### src/rtl/countdown_timer.sv
// Loadable HH:MM:SS countdown timer driven by a 1 Hz strobe.
// Borrows cascade seconds -> minutes -> hours within a single edge; expiry pulses o_done and latches o_alarm.
module countdown_timer #(
    parameter int HOUR_WIDTH = 5,
    parameter int MIN_WIDTH  = 6,
    parameter int SEC_WIDTH  = 6,
    parameter int MAX_HOURS  = 23
) (
    input  logic                  i_sysclk,
    input  logic                  i_reset,
    input  logic                  i_tick,
    input  logic                  i_load,
    input  logic [HOUR_WIDTH-1:0] i_hours,
    input  logic [MIN_WIDTH-1:0]  i_minutes,
    input  logic [SEC_WIDTH-1:0]  i_seconds,
    input  logic                  i_start,
    input  logic                  i_stop,
    input  logic                  i_clear,
    output logic [HOUR_WIDTH-1:0] o_hours,
    output logic [MIN_WIDTH-1:0]  o_minutes,
    output logic [SEC_WIDTH-1:0]  o_seconds,
    output logic [1:0]            o_state,
    output logic                  o_running,
    output logic                  o_done,
    output logic                  o_alarm
);

    typedef enum logic [1:0] {
        ST_IDLE    = 2'b00,
        ST_RUN     = 2'b01,
        ST_PAUSED  = 2'b10,
        ST_EXPIRED = 2'b11
    } state_t;

    localparam logic [HOUR_WIDTH-1:0] HOUR_LIMIT = HOUR_WIDTH'(MAX_HOURS);
    localparam logic [MIN_WIDTH-1:0]  MIN_LIMIT  = MIN_WIDTH'(32'd59);
    localparam logic [SEC_WIDTH-1:0]  SEC_LIMIT  = SEC_WIDTH'(32'd59);
    localparam logic [HOUR_WIDTH-1:0] HOUR_ZERO  = {HOUR_WIDTH{1'b0}};
    localparam logic [MIN_WIDTH-1:0]  MIN_ZERO   = {MIN_WIDTH{1'b0}};
    localparam logic [SEC_WIDTH-1:0]  SEC_ZERO   = {SEC_WIDTH{1'b0}};
    localparam logic [HOUR_WIDTH-1:0] HOUR_ONE   = HOUR_WIDTH'(32'd1);
    localparam logic [MIN_WIDTH-1:0]  MIN_ONE    = MIN_WIDTH'(32'd1);
    localparam logic [SEC_WIDTH-1:0]  SEC_ONE    = SEC_WIDTH'(32'd1);

    function automatic logic [HOUR_WIDTH-1:0] clamp_hours(input logic [HOUR_WIDTH-1:0] v);
        return (v > HOUR_LIMIT) ? HOUR_LIMIT : v;
    endfunction

    function automatic logic [MIN_WIDTH-1:0] clamp_minutes(input logic [MIN_WIDTH-1:0] v);
        return (v > MIN_LIMIT) ? MIN_LIMIT : v;
    endfunction

    function automatic logic [SEC_WIDTH-1:0] clamp_seconds(input logic [SEC_WIDTH-1:0] v);
        return (v > SEC_LIMIT) ? SEC_LIMIT : v;
    endfunction

    state_t                  state_r, state_s;
    logic [HOUR_WIDTH-1:0]   hours_r, hours_s;
    logic [MIN_WIDTH-1:0]    minutes_r, minutes_s;
    logic [SEC_WIDTH-1:0]    seconds_r, seconds_s;
    logic                    done_r, done_s;
    logic                    running_r;
    logic                    alarm_r;
    logic                    count_zero_s;
    logic                    count_one_s;

    // Zero / last-second detection on the current count.
    always_comb begin
        count_zero_s = (hours_r == HOUR_ZERO) && (minutes_r == MIN_ZERO) && (seconds_r == SEC_ZERO);
        count_one_s  = (hours_r == HOUR_ZERO) && (minutes_r == MIN_ZERO) && (seconds_r == SEC_ONE);
    end

    // Next-state and next-count logic, controls in priority order clear > load > stop > start > tick.
    always_comb begin
        state_s   = state_r;
        hours_s   = hours_r;
        minutes_s = minutes_r;
        seconds_s = seconds_r;
        done_s    = 1'b0;
        if (i_clear) begin
            hours_s   = HOUR_ZERO;
            minutes_s = MIN_ZERO;
            seconds_s = SEC_ZERO;
            state_s   = ST_IDLE;
        end else if (i_load) begin
            hours_s   = clamp_hours(i_hours);
            minutes_s = clamp_minutes(i_minutes);
            seconds_s = clamp_seconds(i_seconds);
            case (state_r)
                ST_RUN, ST_PAUSED:   state_s = ST_PAUSED;
                ST_IDLE, ST_EXPIRED: state_s = ST_IDLE;
                default:             state_s = ST_IDLE;
            endcase
        end else if (i_stop && (state_r == ST_RUN)) begin
            state_s = ST_PAUSED;
        end else if (i_start) begin
            case (state_r)
                ST_IDLE, ST_PAUSED: begin
                    if (!count_zero_s) begin
                        state_s = ST_RUN;
                    end else begin
                        state_s = state_r;
                    end
                end
                ST_EXPIRED: state_s = ST_IDLE;
                ST_RUN:     state_s = ST_RUN;
                default:    state_s = ST_IDLE;
            endcase
        end else if (i_tick && (state_r == ST_RUN)) begin
            // The final second lands on zero and expires in the same edge.
            if (count_one_s) begin
                seconds_s = SEC_ZERO;
                state_s   = ST_EXPIRED;
                done_s    = 1'b1;
            end else if (seconds_r != SEC_ZERO) begin
                seconds_s = seconds_r - SEC_ONE;
            end else if (minutes_r != MIN_ZERO) begin
                seconds_s = SEC_LIMIT;
                minutes_s = minutes_r - MIN_ONE;
            end else if (hours_r != HOUR_ZERO) begin
                seconds_s = SEC_LIMIT;
                minutes_s = MIN_LIMIT;
                hours_s   = hours_r - HOUR_ONE;
            end else begin
                state_s = ST_EXPIRED;
            end
        end else begin
            case (state_r)
                ST_IDLE, ST_RUN, ST_PAUSED, ST_EXPIRED: state_s = state_r;
                default:                                state_s = ST_IDLE;
            endcase
        end
    end

    // State, count and registered status flags.
    always_ff @(posedge i_sysclk) begin
        if (i_reset) begin
            state_r   <= ST_IDLE;
            hours_r   <= HOUR_ZERO;
            minutes_r <= MIN_ZERO;
            seconds_r <= SEC_ZERO;
            done_r    <= 1'b0;
            running_r <= 1'b0;
            alarm_r   <= 1'b0;
        end else begin
            state_r   <= state_s;
            hours_r   <= hours_s;
            minutes_r <= minutes_s;
            seconds_r <= seconds_s;
            done_r    <= done_s;
            running_r <= (state_s == ST_RUN);
            alarm_r   <= (state_s == ST_EXPIRED);
        end
    end

    assign o_hours   = hours_r;
    assign o_minutes = minutes_r;
    assign o_seconds = seconds_r;
    assign o_state   = state_r;
    assign o_running = running_r;
    assign o_done    = done_r;
    assign o_alarm   = alarm_r;

endmodule

### config.mk
export PLATFORM = sky130hd
export DESIGN_NAME = countdown_timer
export DESIGN_NICKNAME = d
export VERILOG_FILES = /design/src/rtl/countdown_timer.sv
export SDC_FILE = /design/constraint.sdc
export NUM_CORES = 1
export LEC_CHECK = 0
export CORE_MARGIN = 8
export CORE_UTILIZATION = 48
export DETAILED_ROUTE_END_ITERATION = 6
export PLACE_DENSITY = 0.81
export SYNTH_ARGS = -nofsm -noshare
export SYNTH_HDL_FRONTEND = slang
export SYNTH_SLANG_ARGS = --single-unit
### constraint.sdc
create_clock -name i_sysclk -period 2.6 [get_ports i_sysclk]
set_clock_uncertainty 0.2 [all_clocks]
set_input_delay 0.26 -clock i_sysclk [delete_from_list [all_inputs] [get_ports i_sysclk]]
set_output_delay 0.26 -clock i_sysclk [all_outputs]
set_load 0.03 [all_outputs]
==> metrics.txt <==
result of the run complete, no violations; starting density of the core 48.9%; cts bufs inserted 3; hold violation total from the final report 0; type of the most critical hold path flop to flop; wire length per cell after detailed routing 15.1 um; r2r setup slk 0.20 ns; DRC Markers 0; worst slack after detailed placement 0.263 ns; TritonCTS Sinks 22; minimum period implied by the final worst setup slack 2.40 ns; largest driver fanout on the critical path 9; setup repair after global routing missed its margin false; wire length reported by the detailed router 4.47 mm; Post-synth ARST share 0%; clock-pin slew of the registers on the worst-case setup and hold paths 0.12 ns; GRT Total Usage 16.7%; library cell occupying the most area in the post-synthesis netlist dfxtp_1; Bufs and invs on worst path 1; startpoint kind of the worst setup timing path flop; number of buffers inserted for hold repair after clock tree synthesis 0; CP Capture Type flop; signed area change from the synthesized netlist to the final layout 34.0%; slowest library cell on the worst path dfxtp_1; logic depth of the worst register-to-register path 7; Distinct cells, synth 52; crit path kind flop to flop; hold-critical path depth 2; leading post-synthesis cells by instance count 22 x dfxtp_1, 16 x nand2_1, 14 x a21oi_1, 14 x nor2_1, 14 x o21ai_0; warnings from Yosys 0; TritonCTS clock tree yes; main area contributors after synthesis dfxtp_1 27%, ha_1 7.0%, a21oi_1 4.4%, o21ai_0 4.4%, nand2_1 3.7%; final setup fails 0; first drt pass iteration count 4; Vias 1700; post-detail-place hpwl 3.39 mm; min setup slack post-route 0.205 ns; sequential share of the synthesized area 27.4%; clk_lat worst skew 0.31 ns; Sum Neg Setup Slack 0 ns; most common cell in the synthesized netlist dfxtp_1; fraction of layout cells with a size suffix above 1 8.84%; number of input and output port buffers inserted 45; number of rows created at floorplan 21; Mapped Avg Cell Area 7.95 sq um; Max H-tree Level 1; cell area after technology mapping 1610 sq um; number of antenna violations at the first check in global routing 0; die span in x 73.9 um; maximum achievable frequency 417 MHz; GR Overflow Total 0; CTS-repair resized insts 0; series of cell instances along the critical path inv_1, ha_1, nor2b_1, nand3_1, nor2_2, a21oi_1, o31a_1; worst reg2reg startpoint o_seconds[1]$_SDFFE_PP0P_; highest ir drop seen on vdd 0.148 mV; filler cell count in the final layout 293; Iteration-0 DRC Markers 131; maximum number of pins on one net before global-route repair 14; required time reported for the critical path endpoint 2.61 ns; combined area of the multi-input logic cells 1090 sq um; final-report max-slew violation count 0; root cell of the clock tree clkbuf_4; remaining antenna violation count 0; Seq. cell area 440 sq um; end of the worst register-to-register path o_minutes[2]$_SDFFE_PP0P_; # IOs 46; leakage 0.000785 uW; Main synth FF type dfxtp_1; launch instance of the worst min-delay path o_state[0]$_SDFF_PP0_; Largest delay share family, worst path simple AND/OR/NAND/NOR gates; post-synthesis net count 235; Via density 5.76; worst-case clock buffer depth 2; area fraction of the dominant cell type after synthesis 27.4%; floorplan die height 73.9 um; post-synthesis register bit count 22; wire length of the first global-routing pass 7.45 mm; Placer Congestion 0.906; biggest cell delay along the critical path 0.37 ns; net count reported at finish 284; Antenna Diode Count 0; Slew Limit Headroom 65.8%; number of instances in the synthesized netlist 202; Post-synth EDFFs 0; Core ar. 3280 sq um; MaxCap Viol Count 0; transition time of the tightest slew-check pin 0.510 ns; via count of the first global-routing pass 1609; Die ar. 5450 sq um; arrival time worst endpoint 2.41 ns; worst-case hold path end point o_alarm$_SDFF_PP0_; post-CTS setup buffer count 0; Cell Pwr Density 388 nW/um^2; ratio of final minimum period to clock period 92.1%
==> layer usage <==
layer / GRT usage [%] / part of all wire, % / up-vias / routed length (um)
li1: - / - / 856 / -
met1: 21.2 / 44 / 789 / 1950
met2: 28.5 / 50 / 49 / 2240
met3: 2.05 / 5.2 / 6 / 234
met4: 4.43 / 0.99 / 0 / 44
met5: 0 / 0 / - / 0
==> worst min-delay path, cell delays in order (launching register included) <==
cell	delay [ns]
dfxtp_1	0.39
nand2_1	0.08
a21oi_1	0.06
==> logic make-up (layout without fill, tap and decap cells) <==
kind of cell	Yosys count	after routing	synth area share, %
simple gates	85	85	32.4
compound gates	62	62	25.7
flops	22	22	27.4
buf+inv	19	66	4.67
fa+ha+maj	9	9	7.01
xor+xnor	4	4	2.18
mux	1	1	0.623
==> through the flow <==
| stage | utilization (%) | instance area, sq um | hold slack [ns] | std cells | total power (uW) |
|---|---|---|---|---|---|
| after floorplan | - | 1610 | 0.201 | 202 | 570 |
| after detailed placement | 64.8 | 2130 | 0.339 | 292 | 681 |
| after global routing | 65.5 | 2150 | 0.412 | 295 | 881 |
| final | 65.5 | 2150 | 0.363 | 295 | 836 |
| after global placement | 64.8 | 2130 | 0.338 | 292 | 678 |
| after CTS | 65.5 | 2150 | 0.364 | 295 | 840 |
==> placed cells by master, fill, tap and decap left out, types with 2 or more instances in the layout <==
master | netlist | final
nand2b_1 | 4 | 4
dfxtp_1 | 22 | 22
nand3b_1 | 3 | 3
inv_1 | 12 | 12
or2_2 | 2 | 2
or3_1 | 4 | 4
nor3_1 | 8 | 8
a211oi_1 | 3 | 3
a21oi_1 | 14 | 14
nand4_1 | 3 | 3
nor4_1 | 4 | 4
ha_1 | 9 | 9
nor2_1 | 14 | 14
o21a_1 | 2 | 2
nand2_1 | 16 | 16
o31a_1 | 2 | 2
clkdlybuf4s50_1 | 0 | 45
clkbuf_4 | 0 | 3
nor2b_1 | 3 | 3
xnor2_1 | 4 | 4
o211ai_1 | 2 | 2
o311ai_0 | 4 | 4
o31ai_1 | 4 | 4
o211a_1 | 2 | 2
nand3_1 | 8 | 8
o22ai_1 | 2 | 2
o21ai_0 | 14 | 14
nor2_2 | 2 | 2
buf_4 | 1 | 6
a31oi_1 | 5 | 5
==> report_power, final <==
part	internal [uW]	leakage (uW)	switching (uW)
combinational	135	0.000592	168
sequential	352	0.000180	21.8
clock	54.2	0.0000138	105
==> state kept, by name (all words and copies together), names as in the netlist <==
signal / count
o_running: 1
o_minutes: 6
o_done: 1
o_alarm: 1
o_seconds: 6
o_hours: 5
o_state: 2
==> final cells by class <==
cell class,count,share of cell area (%)
clock buffers,3,1.05
inverters,12,2.09
multi-input cells,161,50.7
flip-flops and latches,22,20.5
well taps,46,2.67
repair buffers,51,23.0
==> worst max path at each step <==
stage / cells after the start / slack, ns / from / endpoint
floorplan: 8 / 0.29 / o_minutes[0]$_SDFFE_PP0P_ / o_seconds[3]$_SDFFE_PP0P_
global placement: 6 / 0.30 / i_start / o_minutes[2]$_SDFFE_PP0P_
detailed placement: 6 / 0.26 / i_start / o_hours[3]$_SDFFE_PP0P_
CTS: 7 / 0.23 / o_seconds[1]$_SDFFE_PP0P_ / o_minutes[2]$_SDFFE_PP0P_
global route: 7 / 0.03 / o_seconds[1]$_SDFFE_PP0P_ / o_minutes[2]$_SDFFE_PP0P_
finish: 7 / 0.20 / o_seconds[1]$_SDFFE_PP0P_ / o_minutes[2]$_SDFFE_PP0P_
(Power assumes the default switching activity.)
==> RTL change (same flow settings) <==
The parameter `HOUR_WIDTH` goes from 5 to 7.
--- a/src/rtl/countdown_timer.sv
+++ b/src/rtl/countdown_timer.sv
@@ -2,5 +2,5 @@
 // Borrows cascade seconds -> minutes -> hours within a single edge; expiry pulses o_done and latches o_alarm.
 module countdown_timer #(
-    parameter int HOUR_WIDTH = 5,
+    parameter int HOUR_WIDTH = 7,
     parameter int MIN_WIDTH  = 6,
     parameter int SEC_WIDTH  = 6,
Interface: changed (resized i_hours and o_hours); port bits go from 46 to 50. The function was not compared with the original's and may differ.
==> RTL change against the unedited design <==
Fmax increased by 1.4%; highest routed layer unchanged; largest power group unchanged; count of clock-buffer cells in the layout increased by 1; sequential power grew 9.1%; power rose by 8.9%; area after synthesis about the same; routed wire length fell by 3.8%; first-iteration DRC count fell by 35%; non-clock buffer count grew 1; worst setup slack improved by 0.034 ns; die area about the same; sequential cell count increased by 2; cell area is 0.93% higher.
==> RTL change: results (changes against the unedited design) <==
Parameter                              Value

Power
  Switching power of the nets ... 0.303 mW (+3.0%)
  Worst supply voltage drop on vdd ... 0.181 mV (+22%)
  Leakage ... 0.796 nW (+1.4%)
  Power attributed to the clock group ... 0.205 mW (+29%)
  Ratio of total power to cell area ... 419 nW/um2 (+7.9%)
  Proportion of power drawn by combinational gates ... 0.327 (-0.036)

Finish
  Bufs w/o clock ... 52 (+2.0%)
  Clock buffer cells ... 4 (+1)
  Proportion of cell area occupied by multi-input gates ... 0.472 (-0.0352)
  Count of inverters not on the clock network in the layout ... 16 (+4)
  Fraction of final layout cells with drive strength greater than 1 ... 0.0691 (-0.0192)
  Register cell area after layout ... 480 um2 (+9.1%)
  Signal buffers share of area ... 0.236 (+0.00594)
  #MultiIn Comb ... 150 (-6.8%)
  Clk tree area frac ... 0.0167 (+0.00624)
  Final core utilization ... 0.661 (+0.00609)
  FILL cells ... 298 (+1.7%)

Place
  Dpl ws ... 0.130 ns (-0.133 ns)
  Dpl cell area ... 2130 um2 (about the same)
  RD Place Congestion ... 0.839 (-7.4%)
  Port buffer count ... 49 (+8.9%)
  Estimated wirelength of the detail-placed design ... 3320 um (-2.1%)

Setup path
  Number of cells on the worst reg-to-reg path ... 7 (unchanged)
  Timing endpoint of the critical path ... o_seconds[0]
  Crit. Startpoint ... o_hours[0]
  Max stage delay cell, worst path ... sky130_fd_sc_hd__or3b_1
  Largest fanout on the critical path ... 12 (+3)
  Worst endpoint data arrival time ... 2.36 ns (-0.05 ns)
  Minimum setup slack among reg-to-reg paths ... 0.24 ns (+0.03 ns)

Global route
  Number of global-route vias before repair ... 1606 (-0.19%)
  Global routing usage on met1 ... 0.182 (-0.0298)
  Tot GR Track Use ... 0.163 (-0.00389)
  Met2 usage ... 0.282 (-0.00295)

Clock tree
  Clock transition at path regs ... 0.14 ns (+0.02 ns)
  TritonCTS sink count ... 24 (+9.1%)

Synthesis
  Area contributors post-synth ... sky130_fd_sc_hd__dfxtp_1, sky130_fd_sc_hd__ha_1, sky130_fd_sc_hd__nand2_1, sky130_fd_sc_hd__a21oi_1, sky130_fd_sc_hd__inv_1
  Distinct cell type count of the synthesized netlist ... 52 (unchanged)
  Mapped Cells ... 198 (-2.0%)
  Syn nets ... 232 (-1.3%)
  Top post-synthesis cells by count ... sky130_fd_sc_hd__dfxtp_1, sky130_fd_sc_hd__nand2_1, sky130_fd_sc_hd__inv_1, sky130_fd_sc_hd__nor2_1, sky130_fd_sc_hd__a21oi_1
  Proportion of synthesized chip area in sequential cells ... 0.299 (+0.0247)

STA
  Post-route fraction of the period consumed by the critical path ... 0.908 (-0.0130)

Routing
  Drt first-iter violations ... 85 (-35%)
  Via density per instance ... 5.61 (-2.7%)
  Final wirelength ... 4300 um (-3.8%)

Outcome
  Outcome ... complete, no violations

Min path
  Worst hold start ... o_hours[6]
  Capture endpoint of the worst hold path ... o_hours[6]
==> RTL change: cell count changes after synthesis, moves of 4 or more <==
| cell | unedited run | this run |
|---|---|---|
| sky130_fd_sc_hd__nand2b_1 | 4 | 0 |
| sky130_fd_sc_hd__inv_1 | 12 | 16 |
| sky130_fd_sc_hd__nand2_1 | 16 | 20 |
| sky130_fd_sc_hd__a211oi_1 | 3 | 7 |
| sky130_fd_sc_hd__o311ai_0 | 4 | 0 |
==> RTL change: cells by family after synthesis <==
family	synth area share
DFF	0.299
adders and majority gates	0.0623
xor gates and xnor gates	0.0327
AOI/OAI and AO/OA	0.285
and+or+nand+nor	0.247
buffers and inverters	0.0685
muxes	0.00623
==> RTL change: per-layer routing <==
metal | wire [um] | vias to the layer above
li1 | - | 828
met1 | 1800 | 757
met2 | 2140 | 46
met3 | 283 | 7
met4 | 74 | 0
met5 | 0 | -
